File: config.mk
export PLATFORM = sky130hd
export DESIGN_NAME = change_dispenser
export DESIGN_NICKNAME = d
export VERILOG_FILES = /design/src/rtl/vm_pkg.sv /design/src/rtl/change_coin_pick.sv /design/src/rtl/change_dispenser.sv
export SDC_FILE = /design/constraint.sdc
export NUM_CORES = 1
export LEC_CHECK = 0
export ABC_AREA = 1
export CELL_PAD_IN_SITES_DETAIL_PLACEMENT = 0
export CELL_PAD_IN_SITES_GLOBAL_PLACEMENT = 1
export CORE_UTILIZATION = 40
export CTS_CLUSTER_DIAMETER = 80
export CTS_CLUSTER_SIZE = 20
export DETAILED_ROUTE_END_ITERATION = 10
export PLACE_DENSITY_LB_ADDON = 0.1
export SLEW_MARGIN = 20
export SYNTH_ARGS = -nofsm -noshare
export SYNTH_HDL_FRONTEND = slang
export SYNTH_SLANG_ARGS = --single-unit
File: constraint.sdc
create_clock -name clk_i -period 4.9 [get_ports clk_i]
set_input_delay 0.98 -clock clk_i [delete_from_list [all_inputs] [get_ports clk_i]]
set_output_delay 0.98 -clock clk_i [all_outputs]
set_load 0.05 [all_outputs]
File: src/rtl/vm_pkg.sv
// Shared vending-machine definitions: coin encoding, denominations, dispenser states
// and the greedy coin-selection helpers.
package vm_pkg;

  // coin_sel encoding presented to the coin ejector
  localparam logic [1:0] COIN_1  = 2'd0;
  localparam logic [1:0] COIN_2  = 2'd1;
  localparam logic [1:0] COIN_5  = 2'd2;
  localparam logic [1:0] COIN_10 = 2'd3;

  // Denomination values in units
  localparam logic [3:0] DENOM_1  = 4'd1;
  localparam logic [3:0] DENOM_2  = 4'd2;
  localparam logic [3:0] DENOM_5  = 4'd5;
  localparam logic [3:0] DENOM_10 = 4'd10;

  // Largest legal BCD digit
  localparam logic [3:0] BCD_MAX = 4'd9;

  typedef enum logic [2:0] {
    StIdle,
    StLoad,
    StPresent,
    StGap,
    StDone
  } disp_state_e;

  // Greedy pick for a remaining tens/ones amount
  function automatic logic [1:0] coin_pick_sel(input logic [3:0] tens, input logic [3:0] ones);
    logic [1:0] sel;
    if (tens != 4'd0) begin
      sel = COIN_10;
    end else if (ones >= DENOM_5) begin
      sel = COIN_5;
    end else if (ones >= DENOM_2) begin
      sel = COIN_2;
    end else begin
      sel = COIN_1;
    end
    return sel;
  endfunction

  // Value taken from the ones digit by a sub-ten coin
  function automatic logic [3:0] coin_ones_value(input logic [1:0] sel);
    logic [3:0] val;
    case (sel)
      COIN_5:  val = DENOM_5;
      COIN_2:  val = DENOM_2;
      default: val = DENOM_1;
    endcase
    return val;
  endfunction

endpackage

File: src/rtl/change_coin_pick.sv
// Combinational greedy coin picker: chooses the next coin for the remaining amount
// and reports the amount left once that coin is paid.
module change_coin_pick
  import vm_pkg::*;
(
  input  logic [3:0] tens_i,
  input  logic [3:0] ones_i,
  output logic [1:0] coin_sel_o,
  output logic [3:0] tens_o,
  output logic [3:0] ones_o,
  output logic       last_coin_o
);

  // Pick the coin and deduct it from the matching digit
  always_comb begin
    logic [1:0] sel;
    logic [3:0] val;
    sel    = coin_pick_sel(tens_i, ones_i);
    val    = coin_ones_value(sel);
    tens_o = tens_i;
    ones_o = ones_i;
    if (sel == COIN_10) begin
      tens_o = tens_i - 4'd1;
    end else if (ones_i >= val) begin
      // Guard keeps an empty amount at zero instead of wrapping
      ones_o = ones_i - val;
    end
    coin_sel_o  = sel;
    last_coin_o = (tens_o == 4'd0) && (ones_o == 4'd0);
  end

endmodule

File: src/rtl/change_dispenser.sv
// Pays a 2-digit BCD change amount as a stream of 10/5/2/1 coins, one per
// valid/ready handshake, with an optional idle gap between coins.
module change_dispenser
  import vm_pkg::*;
#(
  parameter int unsigned DISPENSE_GAP = 2
) (
  input  logic       clk_i,
  input  logic       rst_i,
  input  logic       start_i,
  input  logic [3:0] change_tens_i,
  input  logic [3:0] change_ones_i,
  input  logic       coin_ready_i,
  output logic       coin_valid_o,
  output logic [1:0] coin_sel_o,
  output logic       busy_o,
  output logic       done_o,
  output logic       err_o,
  output logic [3:0] coin_count_o
);

  localparam int unsigned GapW    = (DISPENSE_GAP > 1) ? $clog2(DISPENSE_GAP) : 1;
  localparam int unsigned GapLast = (DISPENSE_GAP > 0) ? DISPENSE_GAP - 1 : 0;

  disp_state_e state_q, state_d;
  logic [3:0]      tens_q, tens_d;
  logic [3:0]      ones_q, ones_d;
  logic            coin_valid_q, coin_valid_d;
  logic [1:0]      coin_sel_q, coin_sel_d;
  logic            busy_q, busy_d;
  logic            done_q, done_d;
  logic            err_q, err_d;
  logic [3:0]      coin_count_q, coin_count_d;
  logic [GapW-1:0] gap_cnt_q, gap_cnt_d;

  logic [1:0] pick_sel;
  logic [3:0] pick_tens;
  logic [3:0] pick_ones;
  logic       pick_last;
  logic [1:0] follow_sel;
  logic       digits_bad;
  logic       amount_zero;

  change_coin_pick u_pick (
    .tens_i      (tens_q),
    .ones_i      (ones_q),
    .coin_sel_o  (pick_sel),
    .tens_o      (pick_tens),
    .ones_o      (pick_ones),
    .last_coin_o (pick_last)
  );

  // Coin after the one currently presented, for back-to-back issue
  assign follow_sel  = coin_pick_sel(pick_tens, pick_ones);
  assign digits_bad  = (change_tens_i > BCD_MAX) || (change_ones_i > BCD_MAX);
  assign amount_zero = (tens_q == 4'd0) && (ones_q == 4'd0);

  // Next-state and registered-output logic for the payout FSM
  always_comb begin
    state_d      = state_q;
    tens_d       = tens_q;
    ones_d       = ones_q;
    coin_valid_d = coin_valid_q;
    coin_sel_d   = coin_sel_q;
    busy_d       = busy_q;
    done_d       = 1'b0;
    err_d        = 1'b0;
    coin_count_d = coin_count_q;
    gap_cnt_d    = gap_cnt_q;

    unique case (state_q)
      StIdle: begin
        busy_d       = 1'b0;
        coin_valid_d = 1'b0;
        if (start_i) begin
          if (digits_bad) begin
            err_d = 1'b1;
          end else begin
            tens_d       = change_tens_i;
            ones_d       = change_ones_i;
            coin_count_d = 4'd0;
            busy_d       = 1'b1;
            state_d      = StLoad;
          end
        end
      end

      StLoad: begin
        if (amount_zero) begin
          done_d  = 1'b1;
          busy_d  = 1'b0;
          state_d = StDone;
        end else begin
          coin_valid_d = 1'b1;
          coin_sel_d   = pick_sel;
          state_d      = StPresent;
        end
      end

      StPresent: begin
        if (coin_valid_q && coin_ready_i) begin
          tens_d       = pick_tens;
          ones_d       = pick_ones;
          coin_count_d = coin_count_q + 4'd1;
          if (pick_last) begin
            // No gap after the final coin
            coin_valid_d = 1'b0;
            done_d       = 1'b1;
            busy_d       = 1'b0;
            state_d      = StDone;
          end else if (DISPENSE_GAP > 0) begin
            coin_valid_d = 1'b0;
            gap_cnt_d    = '0;
            state_d      = StGap;
          end else begin
            coin_valid_d = 1'b1;
            coin_sel_d   = follow_sel;
          end
        end
      end

      StGap: begin
        if (gap_cnt_q == GapW'(GapLast)) begin
          coin_valid_d = 1'b1;
          coin_sel_d   = pick_sel;
          state_d      = StPresent;
        end else begin
          gap_cnt_d = gap_cnt_q + 1'b1;
        end
      end

      StDone: begin
        busy_d  = 1'b0;
        state_d = StIdle;
      end

      default: begin
        coin_valid_d = 1'b0;
        busy_d       = 1'b0;
        state_d      = StIdle;
      end
    endcase
  end

  // State and output registers with synchronous reset
  always_ff @(posedge clk_i) begin
    if (rst_i) begin
      state_q      <= StIdle;
      tens_q       <= 4'd0;
      ones_q       <= 4'd0;
      coin_valid_q <= 1'b0;
      coin_sel_q   <= COIN_1;
      busy_q       <= 1'b0;
      done_q       <= 1'b0;
      err_q        <= 1'b0;
      coin_count_q <= 4'd0;
      gap_cnt_q    <= '0;
    end else begin
      state_q      <= state_d;
      tens_q       <= tens_d;
      ones_q       <= ones_d;
      coin_valid_q <= coin_valid_d;
      coin_sel_q   <= coin_sel_d;
      busy_q       <= busy_d;
      done_q       <= done_d;
      err_q        <= err_d;
      coin_count_q <= coin_count_d;
      gap_cnt_q    <= gap_cnt_d;
    end
  end

  assign coin_valid_o = coin_valid_q;
  assign coin_sel_o   = coin_sel_q;
  assign busy_o       = busy_q;
  assign done_o       = done_q;
  assign err_o        = err_q;
  assign coin_count_o = coin_count_q;

endmodule

==> results of run 1 <==
==> path summary, 6_finish.rpt <==
| check | from | endpoint | slack (ns) | depth (start not counted) |
|---|---|---|---|---|
| max | tens_q[0] | busy_o | 1.65 | 21 |
| min | busy_o | busy_o | 0.49 | 2 |
| max reg2reg | tens_q[0] | busy_o | 1.65 | 21 |
| min reg2reg | busy_o | busy_o | 0.49 | 2 |
==> power by group through the flow <==
stage,Sequential (mW),Combinational (mW),Clock [mW]
final,0.245,0.659,0.102
after global routing,0.249,0.742,0.113
after CTS,0.245,0.655,0.106
after detailed placement,0.249,0.652,0
after global placement,0.247,0.638,0
after floorplan,0.289,0.470,0
==> worst reg2reg max path, stage by stage, from the launching register on <==
cell	delay, ns
sky130_fd_sc_hd__dfxtp_1	0.35
sky130_fd_sc_hd__inv_1	0.14
sky130_fd_sc_hd__ha_1	0.29
sky130_fd_sc_hd__nand2_4	0.13
sky130_fd_sc_hd__nor2_1	0.20
sky130_fd_sc_hd__inv_1	0.06
sky130_fd_sc_hd__nor2_1	0.17
sky130_fd_sc_hd__inv_1	0.10
sky130_fd_sc_hd__ha_1	0.22
sky130_fd_sc_hd__fa_1	0.42
sky130_fd_sc_hd__inv_1	0.07
sky130_fd_sc_hd__nand2_1	0.06
sky130_fd_sc_hd__nand3_1	0.15
sky130_fd_sc_hd__nand2_2	0.09
sky130_fd_sc_hd__nand2_1	0.06
sky130_fd_sc_hd__nand2_1	0.08
sky130_fd_sc_hd__nor2_2	0.12
sky130_fd_sc_hd__nand3_1	0.08
sky130_fd_sc_hd__nand2_1	0.10
sky130_fd_sc_hd__nand3_1	0.12
sky130_fd_sc_hd__nand2_1	0.09
sky130_fd_sc_hd__a21oi_1	0.06
==> cell usage in the layout (no fill, tap or decap), types with 2 or more instances in the layout <==
cell type | netlist | routed
sky130_fd_sc_hd__nand2_1 | 42 | 42
sky130_fd_sc_hd__inv_2 | 3 | 3
sky130_fd_sc_hd__nor3_4 | 2 | 2
sky130_fd_sc_hd__o21ai_0 | 6 | 6
sky130_fd_sc_hd__nor3_1 | 2 | 2
sky130_fd_sc_hd__nand4_1 | 4 | 4
sky130_fd_sc_hd__a221oi_1 | 3 | 3
sky130_fd_sc_hd__nand2_2 | 4 | 4
sky130_fd_sc_hd__nor2_1 | 17 | 17
sky130_fd_sc_hd__ha_1 | 6 | 6
sky130_fd_sc_hd__nand3_1 | 14 | 14
sky130_fd_sc_hd__clkdlybuf4s50_1 | 0 | 21
sky130_fd_sc_hd__o21ai_1 | 7 | 7
sky130_fd_sc_hd__inv_1 | 26 | 26
sky130_fd_sc_hd__a21oi_1 | 18 | 18
sky130_fd_sc_hd__dfxtp_1 | 22 | 22
sky130_fd_sc_hd__a31oi_1 | 2 | 2
sky130_fd_sc_hd__nor2_8 | 2 | 2
sky130_fd_sc_hd__clkbuf_4 | 0 | 3
sky130_fd_sc_hd__nor2_2 | 4 | 4
==> flip-flops by register name (all words and copies together), names as in the netlist <==
| signal | cells |
|---|---|
| coin_sel_o | 2 |
| coin_count_o | 4 |
| state_q | 3 |
| busy_o | 1 |
| err_o | 1 |
| done_o | 1 |
| tens_q | 4 |
| gap_cnt_q | 1 |
| coin_valid_o | 1 |
| ones_q | 4 |
==> final cells by class <==
| cell class | instances | area [sq um] | area share |
|---|---|---|---|
| multi-input combinational | 148 | 860 | 0.495 |
| sequential | 22 | 440 | 0.254 |
| timing repair buffer | 21 | 210 | 0.121 |
| inverter | 32 | 133 | 0.0764 |
| tap | 46 | 57.6 | 0.0331 |
| clock buffer | 4 | 36.3 | 0.0209 |
==> cell families after synthesis <==
kind of cell / after synthesis
flip-flops: 22
adder cells (fa/ha/maj): 7
AO/OA/AOI/OAI: 42
AND/OR/NAND/NOR: 98
buffers and inverters: 36
XOR/XNOR: 1
==> metal layers <==
| metal | track usage | up-vias |
|---|---|---|
| met5 | 0 | - |
| met4 | 0.0349 | 0 |
| met3 | 0.0460 | 4 |
| met2 | 0.337 | 38 |
| met1 | 0.234 | 656 |
| li1 | - | 722 |
==> flow_results.org, run 1 <==
** STA
- After routing, the total negative slack on setup checks comes to 0 ns.
- On the final layout, the worst hold slack is 0.490 ns.
- The worst pin sits at a relative slew slack of 0.666.
- After layout, the worst setup slack is 1.65 ns.
- Total count of hold-check failures in the final report :: 0
- Derived from the worst setup path, the maximum achievable clock frequency is 308 MHz.
- The final count of pins violating max slew is 0.
- Between clock sinks in the finished design, the worst skew comes to 0.00623 ns.
- Measured slew at the worst slew-check pin :: 0.500 ns
- Subtracting the final worst setup slack from the clock period gives 3.25 ns.
- Setup repair after global routing missed its margin :: no
- Setup violation total in the final timing report :: 0
- In the finished design, the share of the clock period the worst path needs comes to 0.663.

** Synth
- Seq/Total Area, Yosys :: 0.302
- The average instance in the mapped netlist occupies 7.07 sq um.
- In this run, synthesis produced a sequential element count of 22.
- For this run, the number of Yosys warnings is 0.
- Of the total synthesized cell area, the portion taken by full adders, half adders and majority gates is 0.0653.
- Cell with the most instances after synthesis :: sky130_fd_sc_hd__nand2_1
- Unique cell type count in the Yosys netlist :: 39
- Compound-cell area share of the yosys netlist :: 0.170
- Of the total synthesized cell area, the portion taken by AND, OR, NAND and NOR gates is 0.349.
- Of the post-synthesis cell area, the dominant cell type holds 0.302.
- Ranked by total cell area, the synthesized netlist is headed by sky130_fd_sc_hd__dfxtp_1, sky130_fd_sc_hd__nand2_1, sky130_fd_sc_hd__inv_1.
- Post-synthesis async set-or-reset flop share :: 0
- Syn nets :: 225
- By count the netlist is led by sky130_fd_sc_hd__nand2_1, sky130_fd_sc_hd__inv_1, sky130_fd_sc_hd__dfxtp_1.
- Multiplexer area fraction after synthesis :: 0
- The most used flip-flop cell after synthesis is sky130_fd_sc_hd__dfxtp_1.
- Number of synthesized flops with an enable pin :: 0
- Cell count after synthesis :: 206
- The cell area that synthesis handed to floorplanning was 1460 sq um.
- Of the total synthesized cell area, the portion taken by XOR and XNOR cells is 0.00601.
- Leading area contributor after synthesis :: sky130_fd_sc_hd__dfxtp_1
- Largest family of logic cells by synthesized area :: simple AND/OR/NAND/NOR gates

** Clock tree
- Clock latency at the later pin of the worst-skew pair :: 0.31 ns
- In this run, post-CTS repair resized a total of 0 instances.
- TritonCTS clock tree :: yes
- CTS saw 22 sinks.
- Buffers from clock root to sink, at most :: 2
- Clock-pin slew was measured on the worst setup and hold paths at 0.13 ns.
- CTS built an H-tree with a depth of 1.
- Cts bufs inserted :: 3
- For this design, the CTS-stage hold fixing added 0 buffers.
- Number of setup buffers added after CTS :: 0
- Clk Tree Root Cell :: sky130_fd_sc_hd__clkbuf_4

** Floorplan
- Std cell rows :: 21
- Placeable Area :: 3420 sq um
- Num ports :: 22
- Starting Density :: 0.426
- The floorplan step set the die width to 62.3 um.
- Die H :: 62.3 um
- Die area :: 3890 sq um

** Setup path
- Among all stages on the critical path, the largest delay is contributed by sky130_fd_sc_hd__fa_1.
- Of all nets on the critical path, the largest fanout is 8.
- Data arrives at the worst endpoint at 3.45 ns.
- The critical path in this run is classified as flip-flop to flip-flop.
- Worst path max stage delay :: 0.41 ns
- Together, buffers and inverters on the worst path number 4.
- Worst Setup End Kind :: flip-flop
- The worst setup path is launched from a flip-flop.
- On the critical path the largest part of the delay comes from simple AND/OR/NAND/NOR gates.
- Walking the worst path, the cells encountered are inv_1 > ha_1 > nand2_4 > nor2_1 > inv_1 > nor2_1 > inv_1 > ha_1 > fa_1 > inv_1 > nand2_1 > nand3_1 > nand2_2 > nand2_1 > nand2_1 > nor2_2 > nand3_1 > nand2_1 > nand3_1 > nand2_1 > a21oi_1.
- Required @ worst endpoint :: 5.10 ns
- Cell occurring most often along the worst timing path :: sky130_fd_sc_hd__nand2_1

** Placed design
- The placed instances occupy a cell area of 1700 sq um.
- Global placer's final weighted congestion :: 0.794
- Port bufs :: 21
- Dpl cells :: 269
- After legalization and detailed placement, the total HPWL measured 2.70 mm.
- Post-placement worst setup slack :: 1.72 ns

** Detailed routing
- Post-route DRC :: 0
- The first detailed-routing pass ran for 4 iterations.
- WL met3 :: 152 um
- DR WL met2 :: 1.74 mm
- Final routed wire length divided by cell count :: 12.6 um
- DRT Wirelength :: 3.44 mm
- Highest routing layer actually used :: met4
- For this block, the initial DRC count from the detailed router was 128.
- Via total after detailed routing :: 1420
- Using the TritonRoute via totals, the vias-per-cell ratio works out to 5.20.
- The count of nets left with antenna violations once routing finished came out at 0.
- After detailed routing, the wire length on met1 is 1.52 mm.

** Power
- Summed over all cells, the static leakage comes to 0.788 nW.
- Sw Share :: 0.516
- Relative contribution of the clock network to total power :: 0.101
- Relative contribution of combinational cells to total power :: 0.655
- Net switching component of the power :: 0.519 mW
- Internal power contribution :: 0.487 mW
- Cell area power density :: 579 nW/um^2
- The completed layout was analyzed and its total power is 1.01 mW.
- Of the total power, registers draw 0.244.
- VDD IR max :: 0.000287 V

** Status
- The flow ran to the end, and the final reports show no timing, DRC or antenna violations.

** Layout
- Area grow syn2layout :: 19.2%
- Final cell area excluding filler cells :: 1740 sq um
- Share of cells above drive strength 1 :: 0.123
- The repair_antennas step left the layout with diodes totalling 0.
- Measured on the finished design, the core utilization comes to 0.508.
- Number of nets in the final layout :: 247
- Fill cell instance count of the final layout :: 359
- After the flow finishes, the layout carries non-filler instances totaling 273.

** Worst hold path
- Class of the tightest hold or removal check :: flip-flop to flip-flop

** Global routing
- For this run the aggregate overflow at the end of global routing stands at 0.
- Via count of the first global-routing pass :: 1370
- For this run, the total global-route usage over all layers was measured as 0.190.
- Entering global routing, the biggest net connects 16 pins.
- The number of antenna violations at the first check in global routing came to 0.
- The first global-routing pass estimated 6.07 mm of wire.

** Flow run
- Number of max-capacitance violations reported :: 0
No activity file was read; power rests on OpenSTA's default activity.
==> run 2, diff against run 1 <==
Settings changed: CORE_UTILIZATION 40 to 38.
Clock period 4.9 ns to 3 ns, I/O delays scaled along.
==> flow_results.org, run 2 (synthesis results as in run 1) <==
** Status
- Result of the run :: completed

** Detailed routing
- Via total after detailed routing :: 1364 (-3.9%)
- First DRT Iteration DRCs :: 94 (-27%)
- Final routed wire length divided by cell count :: 12.1 um (-4.0%)
- The number of nets still failing antenna checks after routing was 0 (unchanged).
- The number of design rule violations left after detail routing came to 0 (unchanged).
- Routed vias/inst :: 4.89 (-6.0%)
- DRT Wirelength :: 3.38 mm (-1.9%)
- Detailed-routing iteration count for the pre-antenna-repair pass :: 4 (unchanged)

** Layout
- Share of the core filled with cells :: 0.506 (-0.00262)
- The share of cells above drive strength 1 is 0.186 (+0.0628).
- The layout filler cell count was 367 (+2.2%).
- Area used by multi-input combinational logic :: 902 sq um (+4.9%)
- FF+latch area :: 445 sq um (+1.1%)
- Area grow syn2layout :: 27.1%
- Post-layout instance count excluding filler cells :: 279 (+2.2%)
- In the layout the commonest cells are sky130_fd_sc_hd__nand2_1, sky130_fd_sc_hd__inv_1, sky130_fd_sc_hd__clkdlybuf4s50_1, sky130_fd_sc_hd__dfxtp_1, sky130_fd_sc_hd__a21oi_1.
- Final cell area excluding filler cells :: 1850 sq um (+6.6%)
- Number of nets in the final layout :: 251 (+1.6%)
- Ant diodes :: 0 (unchanged)
- Most common cell after layout, fill and taps aside :: sky130_fd_sc_hd__nand2_1

** Setup path
- Critical setup path kind :: flip-flop to flip-flop
- The worst endpoint data arrival time is 2.87 ns (-0.58 ns).
- Required @ worst endpoint :: 3.14 ns (-1.96 ns)
- Worst Setup End Kind :: flip-flop
- Startpoint Class :: flip-flop
- Largest fanout on the critical path :: 4 (-4)

** Clock tree
- TritonCTS built the clock tree.
- The root buffer cell chosen for the clock tree is sky130_fd_sc_hd__clkbuf_8.
- Post-CTS sizing :: 2 (+2)
- The count of hold-fix buffers inserted at cts was 0 (unchanged).
- The TritonCTS buffer count came to 3 (unchanged).
- Clock latency at the later pin of the worst-skew pair :: 0.26 ns (-0.05 ns)
- The maximum clock path buffer count is 2 (unchanged).
- The number of buffers inserted by post-CTS setup repair came to 0 (unchanged).
- Clock edge transition at the registers on the reported setup and hold paths :: 0.09 ns (-0.04 ns)
- Number of sinks on the clock net :: 22 (unchanged)
- The count of H-tree levels built during CTS was 1 (unchanged).

** Global routing
- Tot GR Track Use :: 0.186 (-0.00418)
- The met3 layer usage reported by global route was 0.0464 (+0.000473).
- Maximum number of pins on one net before global-route repair :: 16 (unchanged)
- The via count of the first global-routing pass came to 1335 (-2.6%).
- Number of antenna violations at the first check in global routing :: 0 (unchanged)
- GR met1 Demand/Resource :: 0.235 (+0.00102)
- Gr busiest metal :: met2
- Total gr overflow :: 0 (unchanged)
- The global-route wire length before repair is 5.90 mm (-2.7%).
- Global routing met2 resource utilization :: 0.319 (-0.0174)

** STA
- The number of endpoints with negative hold slack in the final report came to 0 (unchanged).
- The final worst-path cycle share came to 0.908 (+0.245).
- The number of endpoints failing setup at the final stage came to 0 (unchanged).
- Final critical path time including I/O delays and setup :: 2.72 ns (-0.524 ns)
- Setup repair after global routing left no endpoint under its margin.
- The final count of pins violating max slew came to 0 (unchanged).
- The transition at the pin with the smallest max-transition slack came to 0.521 ns (+0.0207 ns).
- Fmax :: 367 MHz (+19%)
- Worst relative slew slack :: 0.652 (-0.0139)
- Worst Skew :: 0.00735 ns (+0.00112 ns)

** Flow run
- The number of violations of the max-capacitance limit is 0 (unchanged).

** Placed design
- The number of cells after detailed placement came to 275 (+2.2%).
- The half-perimeter wire length after detailed placement was 2.65 mm (-2.1%).
- The weighted congestion at the end of routability-driven global placement came to 0.784 (-1.3%).
- Port bufs :: 21 (unchanged)
- DP Area :: 1730 sq um (+1.9%)

** Power
- The cell internal power dissipation was 0.945 mW (+94%).
- The combinational group share of total power came to 0.625 (-0.030).
- The leakage power figure came to 0.831 nW (+5.5%).
- The power density relative to cell area was 978 nW/um^2 (+69%).
- VDD IR max :: 0.000541 V (+88%)
- The relative contribution of sequential cells to total power was 0.222 (-0.022).
- The total net switching power came to 0.865 mW (+67%).
- The clock network fraction of design power is 0.153 (+0.052).
- The switching portion of total power was 0.478 (-0.0380).

** Floorplan
- Std cell rows :: 22 (+4.8%)
- Placeable Area :: 3660 sq um (+7.2%)
- Die H :: 63.9 um (+2.5%)
- Num ports :: 22 (unchanged)
- The chip width is 63.9 um (+2.5%).
- Die area :: 4080 sq um (+5.1%)
- Starting Density :: 0.398 (-0.0286)

** Worst hold path
- In this run the worst hold path is classified as flip-flop to flip-flop.
-- run 2: cell types whose count changed in the layout (fill, tap and decap cells not counted), sizes merged --
cell	previous run	this run
bufinv	0	1
clkbuf	4	3
buf	0	4
-- run 2: metal layers --
layer | wire length [um] | part of all wire
met5 | 0 | 0
met3 | 111 | 0.033
met2 | 1640 | 0.48
met1 | 1610 | 0.48
met4 | 18 | 0.0053
-- run 2: worst paths after layout --
| check | from | end | slack (ns) | cells past startpoint |
|---|---|---|---|---|
| worst max-delay path | ones_q[1] | busy_o | 0.28 | 22 |
| worst min-delay path | gap_cnt_q | gap_cnt_q | 0.48 | 2 |
| worst max register to register | ones_q[1] | busy_o | 0.28 | 22 |
| worst min register to register | gap_cnt_q | gap_cnt_q | 0.48 | 2 |
-- run 2: power by group through the flow --
stage          Clock, mW  Combinational (mW)  Sequential (mW)
2_1_floorplan          0               0.768            0.472
3_3_place_gp           0                1.07            0.401
3_5_place_dp           0                1.08            0.403
4_1_cts            0.285                1.09            0.397
5_1_grt            0.301                1.28            0.408
6_report           0.277                1.13            0.401
-- run 2: cell type report --
class	instances	area share
Sequential cell	22	0.241
Tap cell	48	0.0324
Multi-Input combinational cell	148	0.487
Inverter	32	0.0716
Timing Repair Buffer	25	0.130
Clock inverter	1	0.0162
Clock buffer	3	0.0223
-- run 2: worst max-delay path, stage by stage, from the launching register on --
cell,delay (ns)
sky130_fd_sc_hd__dfxtp_2,0.35
sky130_fd_sc_hd__nor2_1,0.08
sky130_fd_sc_hd__inv_1,0.05
sky130_fd_sc_hd__o21ai_1,0.15
sky130_fd_sc_hd__inv_1,0.09
sky130_fd_sc_hd__nor2_2,0.11
sky130_fd_sc_hd__inv_1,0.08
sky130_fd_sc_hd__nor2_4,0.10
sky130_fd_sc_hd__inv_1,0.07
sky130_fd_sc_hd__ha_2,0.18
sky130_fd_sc_hd__fa_2,0.35
sky130_fd_sc_hd__inv_1,0.06
sky130_fd_sc_hd__nand2_1,0.07
sky130_fd_sc_hd__nand3_2,0.12
sky130_fd_sc_hd__nand2_2,0.08
sky130_fd_sc_hd__nand2_1,0.07
sky130_fd_sc_hd__nand2_2,0.06
sky130_fd_sc_hd__nor2_2,0.12
sky130_fd_sc_hd__nand3_1,0.09
sky130_fd_sc_hd__nand2_2,0.08
sky130_fd_sc_hd__nand3_1,0.10
sky130_fd_sc_hd__nand2_1,0.08
sky130_fd_sc_hd__a21oi_1,0.05
-- run 2: through the flow --
stage                     setup WS (ns)  power [mW]  hold slack (ns)  TNS (ns)
after floorplan                   0.211        1.24            0.447         0
after global placement           0.0604        1.47            0.454         0
after detailed placement        -0.0369        1.48            0.470   -0.0590
after CTS                       0.00804        1.77            0.483         0
after global routing            0.00294        1.99            0.503         0
final                             0.275        1.81            0.482         0
